## src/rtl/mem_req_pkg.sv

```systemverilog
// Shared types for the MEM-stage data request side.
// Store-type bit positions, bus size codes and FSM states.
package mem_req_pkg;

  localparam int ST_SB  = 0;
  localparam int ST_SH  = 1;
  localparam int ST_SW  = 2;
  localparam int ST_SWL = 3;
  localparam int ST_SWR = 4;

  localparam logic [1:0] SZ_B = 2'd0;
  localparam logic [1:0] SZ_H = 2'd1;
  localparam logic [1:0] SZ_W = 2'd2;

  typedef enum logic [2:0] {
    S_IDLE    = 3'd0,
    S_REQ     = 3'd1,
    S_WAIT    = 3'd2,
    S_DONE    = 3'd3,
    S_DISCARD = 3'd4
  } state_e;

endpackage

```

## src/rtl/mem_req_store_align.sv

```systemverilog
// Store lane alignment: byte strobes, lane-placed data, size,
// and low address bits (SWL/SWR always address the full word).
module mem_req_store_align
  import mem_req_pkg::*;
(
  input  logic [4:0]  store_type_i,
  input  logic [1:0]  off_i,
  input  logic [31:0] data_i,
  output logic [1:0]  size_o,
  output logic [3:0]  wstrb_o,
  output logic [31:0] wdata_o,
  output logic [1:0]  addr_lo_o
);

  always_comb begin
    size_o    = SZ_W;
    wstrb_o   = 4'b0000;
    wdata_o   = data_i;
    addr_lo_o = off_i;
    unique case (1'b1)
      store_type_i[ST_SB]: begin
        size_o  = SZ_B;
        wdata_o = {4{data_i[7:0]}};
        wstrb_o = 4'b0001 << off_i;
      end
      store_type_i[ST_SH]: begin
        size_o  = SZ_H;
        wdata_o = {2{data_i[15:0]}};
        wstrb_o = off_i[1] ? 4'b1100 : 4'b0011;
      end
      store_type_i[ST_SW]: begin
        wstrb_o = 4'b1111;
      end
      store_type_i[ST_SWL]: begin
        addr_lo_o = 2'b00;
        unique case (off_i)
          2'd0: begin
            wstrb_o = 4'b0001;
            wdata_o = data_i >> 24;
          end
          2'd1: begin
            wstrb_o = 4'b0011;
            wdata_o = data_i >> 16;
          end
          2'd2: begin
            wstrb_o = 4'b0111;
            wdata_o = data_i >> 8;
          end
          default: begin
            wstrb_o = 4'b1111;
            wdata_o = data_i;
          end
        endcase
      end
      store_type_i[ST_SWR]: begin
        addr_lo_o = 2'b00;
        unique case (off_i)
          2'd0: begin
            wstrb_o = 4'b1111;
            wdata_o = data_i;
          end
          2'd1: begin
            wstrb_o = 4'b1110;
            wdata_o = data_i << 8;
          end
          2'd2: begin
            wstrb_o = 4'b1100;
            wdata_o = data_i << 16;
          end
          default: begin
            wstrb_o = 4'b1000;
            wdata_o = data_i << 24;
          end
        endcase
      end
      default: ;
    endcase
  end

endmodule

```

## src/rtl/mem_req.sv

```systemverilog
// MEM-stage data request: one SRAM-like transaction per load/store,
// returning {offset, raw rdata} for downstream load extraction.
module mem_req
  import mem_req_pkg::*;
#(
  parameter int ADDR_W = 32,
  parameter int DATA_W = 32
) (
  input  logic              clk,
  input  logic              resetn,
  input  logic              valid,
  output logic              allow_in,
  output logic              valid_out,
  input  logic              allow_out,
  input  logic [5:0]        ex,
  input  logic              flush,
  input  logic              mem_re,
  input  logic              mem_we,
  input  logic [4:0]        store_type,
  input  logic [1:0]        load_size,
  input  logic [ADDR_W-1:0] addr,
  input  logic [DATA_W-1:0] store_data,
  output logic              data_sram_req,
  output logic              data_sram_wr,
  output logic [1:0]        data_sram_size,
  output logic [ADDR_W-1:0] data_sram_addr,
  output logic [3:0]        data_sram_wstrb,
  output logic [DATA_W-1:0] data_sram_wdata,
  input  logic              data_sram_addr_ok,
  input  logic              data_sram_data_ok,
  input  logic [DATA_W-1:0] data_sram_rdata,
  output logic [1:0]        offset_out,
  output logic [DATA_W-1:0] data_out
);

  state_e state_q, state_d;

  logic              wr_q;
  logic [1:0]        size_q;
  logic [ADDR_W-1:0] addr_q;
  logic [3:0]        wstrb_q;
  logic [DATA_W-1:0] wdata_q;
  logic [1:0]        off_q;
  logic              load_q;
  logic [DATA_W-1:0] data_q;

  logic [1:0]        al_size;
  logic [3:0]        al_wstrb;
  logic [DATA_W-1:0] al_wdata;
  logic [1:0]        al_lo;

  logic accept;
  logic go_mem;
  logic take_rdata;

  mem_req_store_align u_align (
    .store_type_i (store_type),
    .off_i        (addr[1:0]),
    .data_i       (store_data),
    .size_o       (al_size),
    .wstrb_o      (al_wstrb),
    .wdata_o      (al_wdata),
    .addr_lo_o    (al_lo)
  );

  assign allow_in = (state_q == S_IDLE) ||
                    (state_q == S_DONE && allow_out);

  // A flush in DONE kills the slot, so nothing is taken that cycle.
  assign accept = valid && allow_in &&
                  !(state_q == S_DONE && flush);

  assign go_mem = (mem_re || mem_we) && (ex == 6'd0) && !flush;

  assign take_rdata = (state_q == S_WAIT) &&
                      data_sram_data_ok && !flush;

  always_comb begin
    state_d = state_q;
    unique case (state_q)
      S_IDLE: begin
        if (accept)
          state_d = go_mem ? S_REQ : S_DONE;
      end
      S_REQ: begin
        if (data_sram_addr_ok)
          state_d = flush ? S_DISCARD : S_WAIT;
        else if (flush)
          state_d = S_IDLE;
      end
      S_WAIT: begin
        if (data_sram_data_ok)
          state_d = flush ? S_IDLE : S_DONE;
        else if (flush)
          state_d = S_DISCARD;
      end
      S_DONE: begin
        if (flush)
          state_d = S_IDLE;
        else if (allow_out)
          state_d = accept ? (go_mem ? S_REQ : S_DONE) : S_IDLE;
      end
      S_DISCARD: begin
        if (data_sram_data_ok)
          state_d = S_IDLE;
      end
      default: state_d = S_IDLE;
    endcase
  end

  always_ff @(posedge clk or negedge resetn) begin
    if (!resetn) begin
      state_q <= S_IDLE;
    end else begin
      state_q <= state_d;
    end
  end

  always_ff @(posedge clk or negedge resetn) begin
    if (!resetn) begin
      wr_q    <= 1'b0;
      size_q  <= 2'd0;
      addr_q  <= '0;
      wstrb_q <= 4'b0000;
      wdata_q <= '0;
      off_q   <= 2'd0;
      load_q  <= 1'b0;
      data_q  <= '0;
    end else if (accept) begin
      wr_q    <= mem_we;
      size_q  <= mem_we ? al_size : load_size;
      addr_q  <= mem_we ? {addr[ADDR_W-1:2], al_lo} : addr;
      wstrb_q <= mem_we ? al_wstrb : 4'b0000;
      wdata_q <= mem_we ? al_wdata : '0;
      off_q   <= addr[1:0];
      load_q  <= mem_re;
      data_q  <= '0;
    end else if (take_rdata) begin
      data_q  <= load_q ? data_sram_rdata : '0;
    end
  end

  assign data_sram_req   = (state_q == S_REQ);
  assign data_sram_wr    = wr_q;
  assign data_sram_size  = size_q;
  assign data_sram_addr  = addr_q;
  assign data_sram_wstrb = wstrb_q;
  assign data_sram_wdata = wdata_q;

  assign valid_out  = (state_q == S_DONE);
  assign offset_out = off_q;
  assign data_out   = data_q;

endmodule

```

## config.mk

```make
export PLATFORM = sky130hd
export DESIGN_NAME = mem_req
export DESIGN_NICKNAME = d
export VERILOG_FILES = /design/src/rtl/mem_req_pkg.sv /design/src/rtl/mem_req_store_align.sv /design/src/rtl/mem_req.sv
export SDC_FILE = /design/constraint.sdc
export NUM_CORES = 1
export LEC_CHECK = 0
export CORE_MARGIN = 5
export CORE_UTILIZATION = 43
export CTS_CLUSTER_DIAMETER = 100
export CTS_CLUSTER_SIZE = 24
export DETAILED_ROUTE_END_ITERATION = 10
export GPL_TIMING_DRIVEN = 0
export PLACE_DENSITY = 0.81
export SYNTH_ARGS = -nofsm -noshare
export SYNTH_HDL_FRONTEND = slang
export SYNTH_SLANG_ARGS = --single-unit
```

## constraint.sdc

```tcl
create_clock -name clk -period 2.4 [get_ports clk]
set_clock_uncertainty 0.05 [all_clocks]
set_input_delay 0.72 -clock clk [delete_from_list [all_inputs] [get_ports clk]]
set_output_delay 0.72 -clock clk [all_outputs]
set_load 0.005 [all_outputs]
```

Yosys cells after proc, flatten, opt, wreduce, memory -nomap -nowiden

Index checks and enable logic that the tools add are counted.

Shift-type cells: 1
Reduce and logical (&&, ||, !) cells: 18
Multiplexer cells: 29
Equal/unequal tests: 11

Operators with widths:

| kind                                                | count |
|---|---|
| case mux 32 bit (3 select lines)                    | 2 |
| two-way mux 32 bit                                  | 4 |
| case mux 32 bit (4 select lines)                    | 1 |
| two-way mux 3 bit                                   | 9 |
| case mux 4 bit (5 select lines)                     | 1 |
| case mux 3 bit (5 select lines)                     | 1 |
| two-way mux 2 bit                                   | 6 |
| case mux 4 bit (3 select lines)                     | 1 |
| case mux 3 bit (3 select lines)                     | 1 |
| logical AND 1 bit                                   | 8 |
| two-way mux 4 bit                                   | 2 |
| equality test 3 x 2 -> 1 bit, second input constant | 2 |
| zero test 6 bit                                     | 1 |
| AND reduction 5 bit                                 | 1 |
| != test 2 bit, second input constant                | 2 |
| case mux 2 bit (2 select lines)                     | 1 |
| left shift 1 x 2 -> 4 bit, first input constant     | 1 |
| equality test 3 x 1 -> 1 bit, second input constant | 1 |
| equality test 3 bit, second input constant          | 1 |
| zero test 3 bit                                     | 1 |
| != test 3 x 1 -> 1 bit, second input constant       | 1 |
| != test 3 x 2 -> 1 bit, second input constant       | 1 |
| != test 3 bit, second input constant                | 1 |
| equality test 2 x 1 -> 1 bit, second input constant | 1 |
| 6 further kinds                                     | 8 |

Logic and storage cells: 68
Output and inout bits: 108
Flip-flop bits (word level): 109

Longest topological paths before layout

Depth after elaboration: 9
Gate-level depth with buffers: 8
Mapped depth without buffers: 5

Hierarchy

Synthesis repeated with hierarchy kept, for this count alone.

Cell total of the unflattened synthesis: 629
Area total of the unflattened synthesis: 5629.1 um2

By module, submodules not included:

| module              | instances | cells an instance | area an instance (um2) | seq. area each (um2) |
|---|---|---|---|---|
| mem_req             | 1         | 501               | 4520.6                 | 2727.6 |
| mem_req_store_align | 1         | 128               | 1108.6                 | 0.0 |

Least setup slack after synthesis

OpenSTA, ideal clock, no wires.

Path type: input-to-reg
From: in store_type[4]
To: reg wdata_q[15] (netlist: data_sram_wdata[15])
Setup time: 0.083 ns
Path buffers: 3
Setup slack: 0.260 ns
Stages on the path: 8
Data arrival time: 2.007 ns
Required time: 2.267 ns
Cell sequence: buf_2 -> nor4_4 -> a31o_2 -> buf_4 -> nand2b_1 -> buf_2 -> a21oi_1 -> o21ai_0

Longest elaborated chain between the ends: 2

RTL lines:

| what                             | RTL line                  | text |
|---|---|---|
| from (decl)                      | mem_req.sv:19             | `input logic [4:0] store_type,` |
| case mux 32 bit (4 select lines) | mem_req_store_align.sv:20 | `unique case (1'b1)` |
| two-way mux 32 bit               | mem_req.sv:134            | `wdata_q <= mem_we ? al_wdata : '0;` |
| to (signal assigned)             | mem_req.sv:134            |  |
| to (decl)                        | mem_req.sv:42             | `logic [DATA_W-1:0] wdata_q;` |

Every way passes these cells.
A chain may end at the register's enable or synchronous reset.

Worst setup path in the final report

From: in addr[0]
To: reg wdata_q[22] (netlist: data_sram_wdata[22])

Longest elaborated chain between the ends: 4
Elaborated cells on any way between the ends: 7
Those cells by class: eq/ne: 2; mux: 4; reduce/logical: 1

RTL lines:

| what                                                       | RTL line                                             | text |
|---|---|---|
| from (decl)                                                | mem_req.sv:21                                        | `input logic [ADDR_W-1:0] addr,` |
| equality test 2 bit (tied with other cells)                | mem_req_store_align.sv:36, mem_req_store_align.sv:57 |  |
| case mux 32 bit (3 select lines), on equally long branches | mem_req_store_align.sv:57, mem_req_store_align.sv:36 |  |
| case mux 32 bit (4 select lines) (*)                       | mem_req_store_align.sv:20                            |  |
| two-way mux 32 bit (*)                                     | mem_req.sv:134                                       |  |

Mark *: on every way between the ends. The rest lies on a longest branch, timed or not.

==> summary.txt <==
Outcome
  – Outcome: completed

Floorplanning
  – IO Count: 226
  – Chip Height: 122 um
  – Initial Util: 0.442
  – Die Area: 14800 um2
  – Total core area: 12100 um2
  – Die Width: 122 um
  – Cell row count: 40

Critical path
  – CP max-delay cell: clkdlybuf4s50_1
  – CP Class: in2reg
  – Launching point of the worst reg2reg path: state_q[1]
  – Delay-heaviest family, CP: buffers and inverters
  – Worst R2R Setup Slack: 0.18 ns
  – Worst path bufs/invs: 3
  – Startpoint types: primary input
  – Crit path max fanout: 10
  – Crit path cell chain: clkdlybuf4s50_1, buf_2, clkbuf_1, o21ai_0, a21oi_1, o21ai_1
  – Crit. End Element: flip-flop
  – R2R depth: 8
  – CP Data Required Time: 2.58 ns
  – Worst path max stage delay: 0.54 ns
  – R2R Path End: data_out[25]
  – Critical Path AT: 2.55 ns

Synthesis
  – Sequential share of the synthesized area: 0.510
  – Ys async rst share: 1.00
  – Post-synthesis register bit count: 109
  – Number of synthesized flops with an enable pin: 0
  – Netlist Area Pre-Place: 5350 um2
  – Yosys cell types: 44
  – Syn Nets: 702
  – Post-Syn Instances: 584
  – Yosys warnings: 0
  – Commonest register cell after synthesis: dfrtp_1
  – Avg Cell Area, Syn: 9.16 um2

Route
  – DRT Pass-1 Iters: 6
  – DRC: 0
  – Final wirelength: 20.8 mm
  – Via count: 5821
  – Wire length per cell: 21.0 um
  – Vias per inst: 5.87
  – Number of DRC markers in iteration 0: 786
  – Final ANT Viol Nets: 0

Clocking
  – Clock root buffer: clkbuf_16
  – H-tree depth: 3
  – Worst-skew pair later-pin latency: 0.34 ns
  – CTS tree: built
  – Cts hold-fix bufs: 0
  – # clock sinks: 109
  – Longest Clk Path Bufs: 2
  – Clock slew at reported path FFs: 0.08 ns
  – TritonCTS Buffers: 9

Timing
  – RSZ-0062 raised after global routing: no
  – Final hold vios: 0
  – Fin Setup TNS: 0 ns
  – Final WS setup: 0.0315 ns
  – Setup violations, final: 0
  – Hold WS: 0.314 ns
  – Max-slew violations: 0
  – Slew @ Worst Pin: 0.713 ns
  – Max Clk Rate: 422 MHz
  – Final period utilization: 0.987
  – Max-slew headroom at the worst pin: 0.523
  – Crit path time final: 2.37 ns

Placed design
  – Routability Congestion: 0.939
  – HPWL Detailed: 14.9 mm
  – Post-place instance area: 7800 um2
  – Placed Cells: 974
  – Pre-CTS setup slack: -0.764 ns
  – Port buffer count: 221

GRT
  – Antenna violations before repair: 0
  – Largest net degree at the start of global routing: 72
  – First-pass GRT wire length: 31.6 mm
  – GRT overflow: 0
  – Via count of the first global-routing pass: 5764
  – Global Route Usage Sum: 0.274

Finish
  – Synthesis-to-layout area growth: 52.9%
  – Final core occ: 0.676
  – # nets final: 937
  – Finished Cell Area: 8180 um2
  – Ant diodes: 0
  – FF/Latch Area: 2730 um2
  – Layout cell share with drive strength beyond 1: 0.0777
  – Multi-input combinational cell area: 2440 um2
  – Non-filler cells, final: 992
  – Layout fillers: 953

Hold path
  – Hold Crit Class: in2async

Pwr
  – Static Leak: 3.64 nW
  – Cell Pwr Density: 976 nW/um2
  – Pwr Total: 7.98 mW
  – VDD IR max: 0.371 mV

Job
  – Max-Cap Viols: 0
## worst reg2reg max path, cell delays in order, from the launching register on
cell and delay, ns:
dfrtp_1 0.40, buf_4 0.16, or2_4 0.25, o21ai_1 0.12
nor3b_4 0.29, buf_4 0.24, nor2_1 0.13, buf_2 0.22
a22o_1 0.26
## registers in the layout, summed over array words and instances (netlist names)
name and cells:
data_sram_addr 32, data_sram_size 2, data_sram_wdata 32, load_q 1, state_q 3, data_out 32, data_sram_wstrb 4, data_sram_wr 1
offset_out 2
## power by group
group | total, mW | internal [mW] | switching [mW] | leakage, nW
clock network | 1.49 | 0.774 | 0.715 | 0.144
registers | 2.90 | 2.52 | 0.384 | 1.42
logic | 3.60 | 1.92 | 1.68 | 2.08
total | 7.98 | 5.21 | 2.78 | 3.64
## cell families after synthesis
family	count (synthesis)	share of synthesized area
DFF	109	0.510
muxes	19	0.0358
AOI/OAI and AO/OA	200	0.253
buffers and inverters	53	0.0402
and+or+nand+nor	203	0.161
## worst max path at each step
stage | depth (start not counted) | start | slack, ns | end
2_1_floorplan | 8 | store_type[4] | 0.26 | data_sram_wdata[15]
3_3_place_gp | 1 | resetn | -3.48 | data_sram_addr[13]
3_5_place_dp | 7 | allow_out | -0.76 | data_sram_wdata[0]
4_1_cts | 3 | state_q[2] | 0.007 | valid_out
5_1_grt | 7 | valid | 0.0006 | data_out[25]
6_report | 6 | addr[0] | 0.03 | data_sram_wdata[22]
## routing by layer
metal,up-vias,global-route usage,routed length [um]
met5,-,0,0
met4,0,0.116,748
met3,78,0.0678,2310
met2,438,0.443,9730
met1,2741,0.351,8030
li1,2564,-,-
## timing repair
item / 4_1_cts / 5_1_grt
pin swaps: 3 / 0
buffers inserted: 5 / 1
endpoints found under the setup margin: 88 / 52
resized for setup: 25 / 23
## synth_stat cells, types with 2 or more instances
cell      count  area share
dfrtp_1     109        0.51
and2_1        2      0.0023
a22oi_1       9       0.013
a22o_1       48       0.079
nor3_1        3      0.0028
o22ai_1       2      0.0023
a221o_1       8       0.015
o21ai_0      53       0.050
a21oi_1      36       0.034
o21ai_1       9      0.0084
mux2i_1      18       0.034
nand3_1       5      0.0047
buf_1         2      0.0014
buf_2        10      0.0094
a211oi_1      8       0.011
inv_1         3      0.0021
o211ai_1      9       0.013
nand2_1     163        0.11
nor2_1        9      0.0063
clkbuf_1     37       0.026
nor2b_1      11       0.013
a221oi_1      8       0.013
## layout by cell type (no fill, tap or decap), types with 4 or more instances in the layout
master           netlist  routed
a22o_1                48      48
a221o_1                8       8
clkbuf_2               0       9
a22oi_1                9       8
clkdlybuf4s50_1        0     214
o21ai_0               53      53
clkbuf_4               0       4
clkbuf_1              37      20
dfrtp_1              109     109
o211ai_1               9       9
nand3_1                5       4
buf_2                 10       9
a211oi_1               8       8
buf_4                  1      11
a21oi_1               36      35
clkbuf_16              0       9
a221oi_1               8       7
o21ai_1                9       9
nor2_1                 9       9
nor2b_1               11      10
mux2i_1               18      18
nand2_1              163     163
## layout make-up
cell class,instances,area share
repair buffers,228,0.278
clock buffers,11,0.0309
multi-input cells,422,0.298
well taps,168,0.0257
flip-flops and latches,109,0.333
inverters,3,0.00138
plain buffers,46,0.0274
clock inverters,5,0.00505
Power figures use the tool's default switching activity.
